===== src/rtl/core_prefetch_pkg.sv =====
`default_nettype none
// ============================================================================
// Module   : core_prefetch_pkg
// Purpose  : Shared types for the instruction prefetch unit (word address,
//            instruction word, NOP encoding, buffered entry).
// Revision : 1.0 - initial release
// ============================================================================
package core_prefetch_pkg;

  typedef logic [29:0] ptr;
  typedef logic [31:0] word;

  localparam word NOP = 32'h0000_0013;

  typedef struct packed {
    word  insn;
    ptr   pc;
    logic abort;
  } prefetch_entry;

  // Word addresses wrap modulo 2^30.
  function automatic ptr ptr_inc(input ptr p);
    return p + 30'd1;
  endfunction

endpackage
`default_nettype wire


===== src/rtl/core_prefetch_if.sv =====
`default_nettype none
// ============================================================================
// Module   : core_prefetch_if
// Purpose  : Instruction bus between the prefetch unit (master) and memory.
// Revision : 1.0 - initial release
// ============================================================================
interface core_prefetch_if;
  import core_prefetch_pkg::*;

  logic fetch;
  ptr   insn_addr;
  logic fetched;
  word  insn_word;
  logic insn_abort;

  modport master (
    output fetch,
    output insn_addr,
    input  fetched,
    input  insn_word,
    input  insn_abort
  );

  modport slave (
    input  fetch,
    input  insn_addr,
    output fetched,
    output insn_word,
    output insn_abort
  );

endinterface
`default_nettype wire


===== src/rtl/core_prefetch_fifo.sv =====
`default_nettype none
// ============================================================================
// Module   : core_prefetch_fifo
// Purpose  : DEPTH-entry synchronous FIFO of prefetch entries with clear.
// Revision : 1.0 - initial release
// ============================================================================
module core_prefetch_fifo
  import core_prefetch_pkg::*;
#(
  parameter int DEPTH = 4
) (
  input  logic                    clk,
  input  logic                    rst_n,
  input  logic                    clear,
  input  logic                    push,
  input  logic                    pop,
  input  prefetch_entry           wr_data,
  output prefetch_entry           rd_data,
  output logic                    full,
  output logic                    empty,
  output logic [$clog2(DEPTH):0]  count
);

  localparam int c_aw = $clog2(DEPTH);

  prefetch_entry         r_mem [DEPTH];
  logic [c_aw-1:0]       r_rd;
  logic [c_aw-1:0]       r_wr;
  logic [c_aw:0]         r_count;

  // Clear wins over a same-cycle push or pop.
  always_ff @(posedge clk or negedge rst_n) begin
    if (!rst_n) begin
      r_rd    <= '0;
      r_wr    <= '0;
      r_count <= '0;
    end else if (clear) begin
      r_rd    <= '0;
      r_wr    <= '0;
      r_count <= '0;
    end else begin
      if (push) r_wr <= r_wr + c_aw'(1);
      if (pop)  r_rd <= r_rd + c_aw'(1);
      r_count <= r_count + {{c_aw{1'b0}}, push} - {{c_aw{1'b0}}, pop};
    end
  end

  always_ff @(posedge clk) begin
    if (push && !clear) r_mem[r_wr] <= wr_data;
  end

  assign rd_data = r_mem[r_rd];
  assign count   = r_count;
  assign empty   = (r_count == '0);
  assign full    = (r_count == (c_aw + 1)'(DEPTH));

endmodule
`default_nettype wire


===== src/rtl/core_prefetch.sv =====
`default_nettype none
// ============================================================================
// Module   : core_prefetch
// Purpose  : Instruction prefetch unit: single outstanding bus read, DEPTH-entry
//            buffer, stall/flush handshake. Optional CORE_PREFETCH_BYPASS_EN
//            presents a response into an empty buffer in the same cycle.
// Revision : 1.0 - initial release
// ============================================================================
module core_prefetch
  import core_prefetch_pkg::*;
#(
  parameter int DEPTH = 4
) (
  input  logic             clk,
  input  logic             rst_n,
  input  logic             stall,
  input  logic             flush,
  input  ptr               target,
  core_prefetch_if.master  bus,
  output word              fetch_insn,
  output ptr               fetch_insn_pc,
  output ptr               fetch_head,
  output logic             fetch_nop,
  output logic             fetch_abort
);

  localparam int                c_cnt_w     = $clog2(DEPTH) + 1;
  localparam logic [c_cnt_w-1:0] c_depth_cnt = c_cnt_w'(DEPTH);

  ptr   r_req_ptr;
  ptr   r_head;
  ptr   r_insn_addr;
  logic r_fetch;
  logic r_discard;
  logic r_halted;

  prefetch_entry        w_resp_entry;
  prefetch_entry        w_fifo_rd;
  prefetch_entry        w_front;
  logic                 w_fifo_full;
  logic                 w_fifo_empty;
  logic [c_cnt_w-1:0]   w_fifo_count;
  logic [c_cnt_w-1:0]   w_count_next;
  logic                 w_resp;
  logic                 w_fresh;
  logic                 w_bypass;
  logic                 w_present;
  logic                 w_pop;
  logic                 w_fifo_pop;
  logic                 w_push;
  logic                 w_busy_next;
  logic                 w_halted_next;
  logic                 w_issue;
  ptr                   w_ptr_base;

  assign w_resp       = r_fetch & bus.fetched;
  // A response is kept only if it was not made stale by an earlier or current flush.
  assign w_fresh      = w_resp & ~r_discard & ~flush;
  assign w_resp_entry = {bus.insn_word, r_insn_addr, bus.insn_abort};

`ifdef CORE_PREFETCH_BYPASS_EN
  assign w_bypass = w_fifo_empty & w_fresh;
`else
  assign w_bypass = 1'b0;
`endif

  assign w_present  = ~w_fifo_empty | w_bypass;
  assign w_front    = w_bypass ? w_resp_entry : w_fifo_rd;
  assign w_pop      = ~stall & ~flush & w_present;
  assign w_fifo_pop = w_pop & ~w_fifo_empty;
  assign w_push     = w_fresh & ~(w_bypass & w_pop) & (~w_fifo_full | w_fifo_pop);

  assign w_count_next  = flush ? '0
                       : w_fifo_count - {{(c_cnt_w-1){1'b0}}, w_fifo_pop}
                                      + {{(c_cnt_w-1){1'b0}}, w_push};
  assign w_busy_next   = r_fetch & ~bus.fetched;
  assign w_halted_next = ~flush & (r_halted | (w_fresh & bus.insn_abort));
  // Buffered entries plus the outstanding read never exceed DEPTH.
  assign w_issue       = ~w_busy_next & ~w_halted_next & (w_count_next < c_depth_cnt);
  assign w_ptr_base    = flush ? target : r_req_ptr;

  core_prefetch_fifo #(
    .DEPTH   (DEPTH)
  ) u_fifo (
    .clk     (clk),
    .rst_n   (rst_n),
    .clear   (flush),
    .push    (w_push),
    .pop     (w_fifo_pop),
    .wr_data (w_resp_entry),
    .rd_data (w_fifo_rd),
    .full    (w_fifo_full),
    .empty   (w_fifo_empty),
    .count   (w_fifo_count)
  );

  always_ff @(posedge clk or negedge rst_n) begin
    if (!rst_n) begin
      r_req_ptr   <= '0;
      r_head      <= '0;
      r_insn_addr <= '0;
      r_fetch     <= 1'b0;
      r_discard   <= 1'b0;
      r_halted    <= 1'b0;
    end else begin
      r_fetch   <= w_issue | w_busy_next;
      r_req_ptr <= w_issue ? ptr_inc(w_ptr_base) : w_ptr_base;
      r_halted  <= w_halted_next;
      if (w_issue) r_insn_addr <= w_ptr_base;

      if (flush)      r_head <= target;
      else if (w_pop) r_head <= ptr_inc(r_head);

      // The old request still completes on the bus; its data must be dropped.
      if (flush)       r_discard <= w_busy_next;
      else if (w_resp) r_discard <= 1'b0;
    end
  end

  assign bus.fetch     = r_fetch;
  assign bus.insn_addr = r_insn_addr;

  always_comb begin
    fetch_nop     = ~w_present;
    fetch_abort   = 1'b0;
    fetch_insn    = NOP;
    fetch_insn_pc = r_head;
    if (w_present) begin
      fetch_insn_pc = w_front.pc;
      fetch_abort   = w_front.abort;
      if (!w_front.abort) fetch_insn = w_front.insn;
    end
  end

  assign fetch_head = flush ? target : r_head;

endmodule
`default_nettype wire


===== src/flat_wrapper.sv =====
// flat-port wrapper written by rule: the top's interface ports become plain ports
module core_prefetch_flat import core_prefetch_pkg::*;
#(
  parameter int DEPTH = 4
)
  (clk, rst_n, stall, flush, target, fetch_insn, fetch_insn_pc, fetch_head, fetch_nop, fetch_abort, bus_fetch, bus_insn_addr, bus_fetched, bus_insn_word, bus_insn_abort);
  core_prefetch_if bus_i ();
  input  logic clk;
  input  logic rst_n;
  input  logic stall;
  input  logic flush;
  input  ptr target;
  output word fetch_insn;
  output ptr fetch_insn_pc;
  output ptr fetch_head;
  output logic fetch_nop;
  output logic fetch_abort;
  output wire logic [$bits(bus_i.fetch)-1:0] bus_fetch;
  output wire logic [$bits(bus_i.insn_addr)-1:0] bus_insn_addr;
  input wire logic [$bits(bus_i.fetched)-1:0] bus_fetched;
  input wire logic [$bits(bus_i.insn_word)-1:0] bus_insn_word;
  input wire logic [$bits(bus_i.insn_abort)-1:0] bus_insn_abort;
  assign bus_fetch = bus_i.fetch;
  assign bus_insn_addr = bus_i.insn_addr;
  assign bus_i.fetched = bus_fetched;
  assign bus_i.insn_word = bus_insn_word;
  assign bus_i.insn_abort = bus_insn_abort;
  core_prefetch #(.DEPTH(DEPTH)) u_core (.clk(clk), .rst_n(rst_n), .stall(stall), .flush(flush), .target(target), .bus(bus_i), .fetch_insn(fetch_insn), .fetch_insn_pc(fetch_insn_pc), .fetch_head(fetch_head), .fetch_nop(fetch_nop), .fetch_abort(fetch_abort));
endmodule

===== config.mk =====
export PLATFORM = sky130hd
export DESIGN_NAME = core_prefetch_flat
export DESIGN_NICKNAME = d
export VERILOG_FILES = /design/src/rtl/core_prefetch_pkg.sv /design/src/rtl/core_prefetch_if.sv /design/src/rtl/core_prefetch_fifo.sv /design/src/rtl/core_prefetch.sv /design/src/flat_wrapper.sv
export SDC_FILE = /design/constraint.sdc
export NUM_CORES = 1
export LEC_CHECK = 0
export ABC_CLOCK_PERIOD_IN_PS = 4800
export CORE_MARGIN = 2
export CORE_UTILIZATION = 55
export CTS_CLUSTER_SIZE = 25
export DETAILED_ROUTE_END_ITERATION = 16
export PLACE_DENSITY = 0.82
export SLEW_MARGIN = 20
export SYNTH_ARGS = -nofsm -noshare
export SYNTH_HDL_FRONTEND = slang
export SYNTH_SLANG_ARGS = --single-unit
export TNS_END_PERCENT = 10

===== constraint.sdc =====
create_clock -name clk -period 4.8 [get_ports clk]
set_input_delay 1.44 -clock clk [delete_from_list [all_inputs] [get_ports clk]]
set_output_delay 1.44 -clock clk [all_outputs]
set_load 0.01 [all_outputs]

==> results.py <==
metrics = {
    "run_status": {
        "outcome": "finished, final reports clean",
    },
    "final_layout": {
        "n_antenna_cell": 0,
        "fill_cells": 1944,
        "area_growth_pct": 23.6,
        "finalNetCount": 1302,
        "final_layout_size_suffix_gt1_share_pct": 17.0,
    },
    "synthesis": {
        "synth_edf_count": 252,
        "synth_seq_cells": 352,
        "seq_area_frac_synth_pct": 65.6,
        "synth_area_um2": 15300,
        "synthArstFlopShare_pct": 28.4,
        "syn_inst": 1020,
        "syn_area_per_cell_um2": 15.0,
        "synth.yosys.warnings": 0,
        "ys.flop_type": "edfxtp_1",
        "synth_fp_nets": 1097,
        "ys_types": 65,
    },
    "place": {
        "dpl.hpwl_um": 22800,
        "gp_congestion": 0.920,
        "portBuffers": 192,
        "pre_cts_slack_ns": 0.142,
    },
    "worst_setup_path": {
        "r2r-start": "u_core.u_fifo.count[2]",
        "crit_chain": "clkdlybuf4s50_1 > nand2_1 > o21ai_0 > clkdlybuf4s50_1",
        "crit_family": "buffers and inverters",
        "crit_top_cell": "clkdlybuf4s50_1",
        "crit_arrival_ns": 2.98,
        "path_class": "in -> out",
        "cp-end-kind": "primary output",
        "crit_path_top_delay_cell": "clkdlybuf4s50_1",
        "required_ns": 3.36,
        "critPathLaunchType": "input pin",
        "critPathMaxStageDelay_ns": 0.61,
        "crit_fanout": 4,
        "cp-startpoint": "target[7]",
        "worst-path-buf-inv": 2,
    },
    "sta": {
        "slew_headroom_pct": 35.3,
        "period_share_pct": 92.1,
        "setup_violations": 0,
        "fmax_mhz": 226,
        "setup_slack_ns": 0.381,
        "worstMarginPinSlew_ns": 0.971,
        "tns_ns": 0,
        "period_minus_slack_ns": 4.42,
        "grt_setup_unrepaired": "no",
        "slew_viol_final": 0,
        "final_hold_viol_count": 0,
        "clock_skew_ns": 0.0160,
    },
    "floorplanning": {
        "ioPinCount": 193,
        "core_area_um2": 27600,
        "dieArea_um2": 29200,
        "fp.dieH_um": 171,
        "num_rows": 61,
        "start_util_pct": 55.5,
        "die_w_um": 171,
    },
    "job": {
        "drv_cap": 0,
    },
    "pwr": {
        "pwr-share-comb_pct": 30.6,
        "internal_power_mw": 7.12,
        "swShare_pct": 29.4,
        "irDropWorstVdd_mv": 0.319,
        "clkPwrFrac_pct": 28.1,
        "switchingPower_mw": 2.97,
        "cellLeakagePower_nw": 6.77,
        "pwr-share-seq_pct": 41.3,
        "powerDensity_nw_per_um2": 533,
    },
    "routing": {
        "postRouteAntennaNets": 0,
        "first_iter_violations": 945,
        "drc": 0,
        "vias_per_cell": 5.73,
        "routedWlPerCell_um": 21.5,
        "num_vias": 9348,
        "totalWireLength_um": 35000,
        "first_pass_iters": 5,
    },
    "clocking": {
        "htree_levels": 2,
        "cts_made_buffers": 36,
        "hold_buffers": 0,
        "cts_root_buffer": "clkbuf_16",
        "cts_tree": "built",
        "clock_latency_ns": 0.52,
        "clk_path_buf_depth": 3,
        "clk_pin_slew_worst_paths_ns": 0.06,
        "postCtsSetupRepairBufs": 0,
        "clock_sinks": 352,
        "post_cts_resized": 0,
    },
    "global_routing": {
        "grt_pass1_wl_um": 53400,
        "overflow": 0,
        "antenna_found_initial": 0,
        "grt_start_max_net_pins": 65,
        "grt_pass1_vias": 9405,
        "grt_use_total_pct": 24.4,
    },
    "worst_hold_path": {
        "hold_class": "reg -> reg",
        "min-delay-start": "u_core.bus.insn_addr[14]",
    },
}
-- sequential cells by signal, summed over array words and instances (netlist names) --
register	cells
u_core.u_fifo.r_mem	252
u_core.bus.insn_addr	30
u_core.r_head	30
u_core.r_req_ptr	30
u_core.u_fifo.count	3
u_core.u_fifo.r_rd	2
u_core.u_fifo.r_wr	2
u_core.bus.fetch	1
u_core.r_discard	1
u_core.r_halted	1
-- cells in the final DEF (no fill, tap or decap), types with 38 or more instances in the layout --
cell,instances
edfxtp_1,252
mux4_2,63
mux2_2,40
dfrtp_1,98
clkdlybuf4s50_1,190
inv_1,41
nor2_1,50
nor2b_1,40
nand2_1,91
o21ai_0,63
clkbuf_16,38
-- metrics by stage --
step           cell area (um^2)  hold slack, ns  power [mW]  std cells  util [%]
2_1_floorplan             15300           0.492        5.82       1020         -
3_3_place_gp              17700           0.532        7.25       1565      64.2
3_5_place_dp              17700           0.545        7.32       1565      64.2
4_1_cts                   19000           0.546        10.2       1630      68.6
5_1_grt                   19000           0.570        10.5       1630      68.6
6_report                  19000           0.550        10.1       1630      68.6
-- power by group through the flow --
stage	sequential, mW	combinational, mW	clock (mW)
finish	4.17	3.09	2.84
global route	4.22	3.33	2.99
CTS	4.16	3.12	2.88
detailed placement	4.22	3.10	0
global placement	4.19	3.06	0
floorplan	4.15	1.67	0
-- per-layer routing --
metal | up-vias | track usage [%] | wire [um]
li1 | 4222 | - | -
met1 | 4695 | 34.0 | 14800
met2 | 363 | 39.9 | 16800
met3 | 68 | 4.30 | 2440
met4 | 0 | 7.30 | 911
met5 | - | 0 | 0
-- final timing paths --
kind	to	slack [ns]	cells past startpoint
worst max-delay path	fetch_head[7]	0.38	4
worst min-delay path	u_core.u_fifo.r_mem[2][15]	0.55	0
worst max register to register	u_core.r_req_ptr[3]	0.93	12
worst min register to register	u_core.u_fifo.r_mem[2][15]	0.55	0
max in group asynchronous	u_core.r_req_ptr[4]	2.93	2
min in group asynchronous	u_core.r_head[24]	0.99	1
-- logic make-up after synthesis --
| group | count (synthesis) | synth area share (%) |
|---|---|---|
| and+or+nand+nor | 274 | 9.66 |
| buffers and inverters | 90 | 2.68 |
| DFF | 352 | 65.6 |
| muxes | 117 | 13.1 |
| xor gates and xnor gates | 61 | 3.58 |
| adders and majority gates | 9 | 0.783 |
| AOI/OAI and AO/OA | 117 | 4.56 |
-- worst reg2reg max path, cell delays in order, from the launching register on --
cell and delay [ns]:
dfrtp_1 0.42, nor3_2 0.47, buf_4 0.48, nor3_4 0.06, ha_1 0.28, inv_1 0.04, ha_1 0.21, fa_1 0.38
xor3_1 0.23, or2_2 0.16, and2_1 0.69, nand2_1 0.15, xnor2_1 0.17
-- Yosys cell counts (3+ instances only) --
| library cell | number | area (um^2) |
|---|---|---|
| edfxtp_1 | 252 | 7570 |
| dfrtp_1 | 100 | 2500 |
| nand2_1 | 91 | 342 |
| mux4_2 | 63 | 1420 |
| o21ai_0 | 63 | 315 |
| nor2_1 | 50 | 188 |
| inv_1 | 41 | 154 |
| mux2_2 | 40 | 450 |
| nor2b_1 | 40 | 250 |
| xnor2_1 | 36 | 315 |
| buf_2 | 26 | 130 |
| xor2_1 | 24 | 210 |
| a21oi_1 | 23 | 115 |
| nand3_1 | 20 | 100 |
| clkbuf_1 | 17 | 63.8 |
| mux2i_1 | 14 | 140 |
| and3_1 | 13 | 81.3 |
| nand4_1 | 9 | 56.3 |
| ha_1 | 8 | 100 |
| and2_1 | 6 | 37.5 |
| nor3_1 | 6 | 30.0 |
| nand2b_1 | 5 | 31.3 |
| a31oi_1 | 4 | 25.0 |
| a32o_1 | 4 | 40.0 |
| a32oi_1 | 4 | 35.0 |
| and4_1 | 4 | 35.0 |
| buf_6 | 4 | 45.0 |
| nor4_1 | 3 | 18.8 |
| o21ai_2 | 3 | 26.3 |
| or3_1 | 3 | 18.8 |
-- layout make-up --
cell class / count / area [um^2] / share of cell area [%]
inverter: 41 / 154 / 0.812
clock buffer: 50 / 1030 / 5.41
clock inverter: 15 / 181 / 0.957
tap: 378 / 473 / 2.49
timing repair buffer: 216 / 2170 / 11.5
sequential: 352 / 10100 / 53.1
multi-input combinational: 578 / 4880 / 25.7
(Power assumes the default switching activity.)
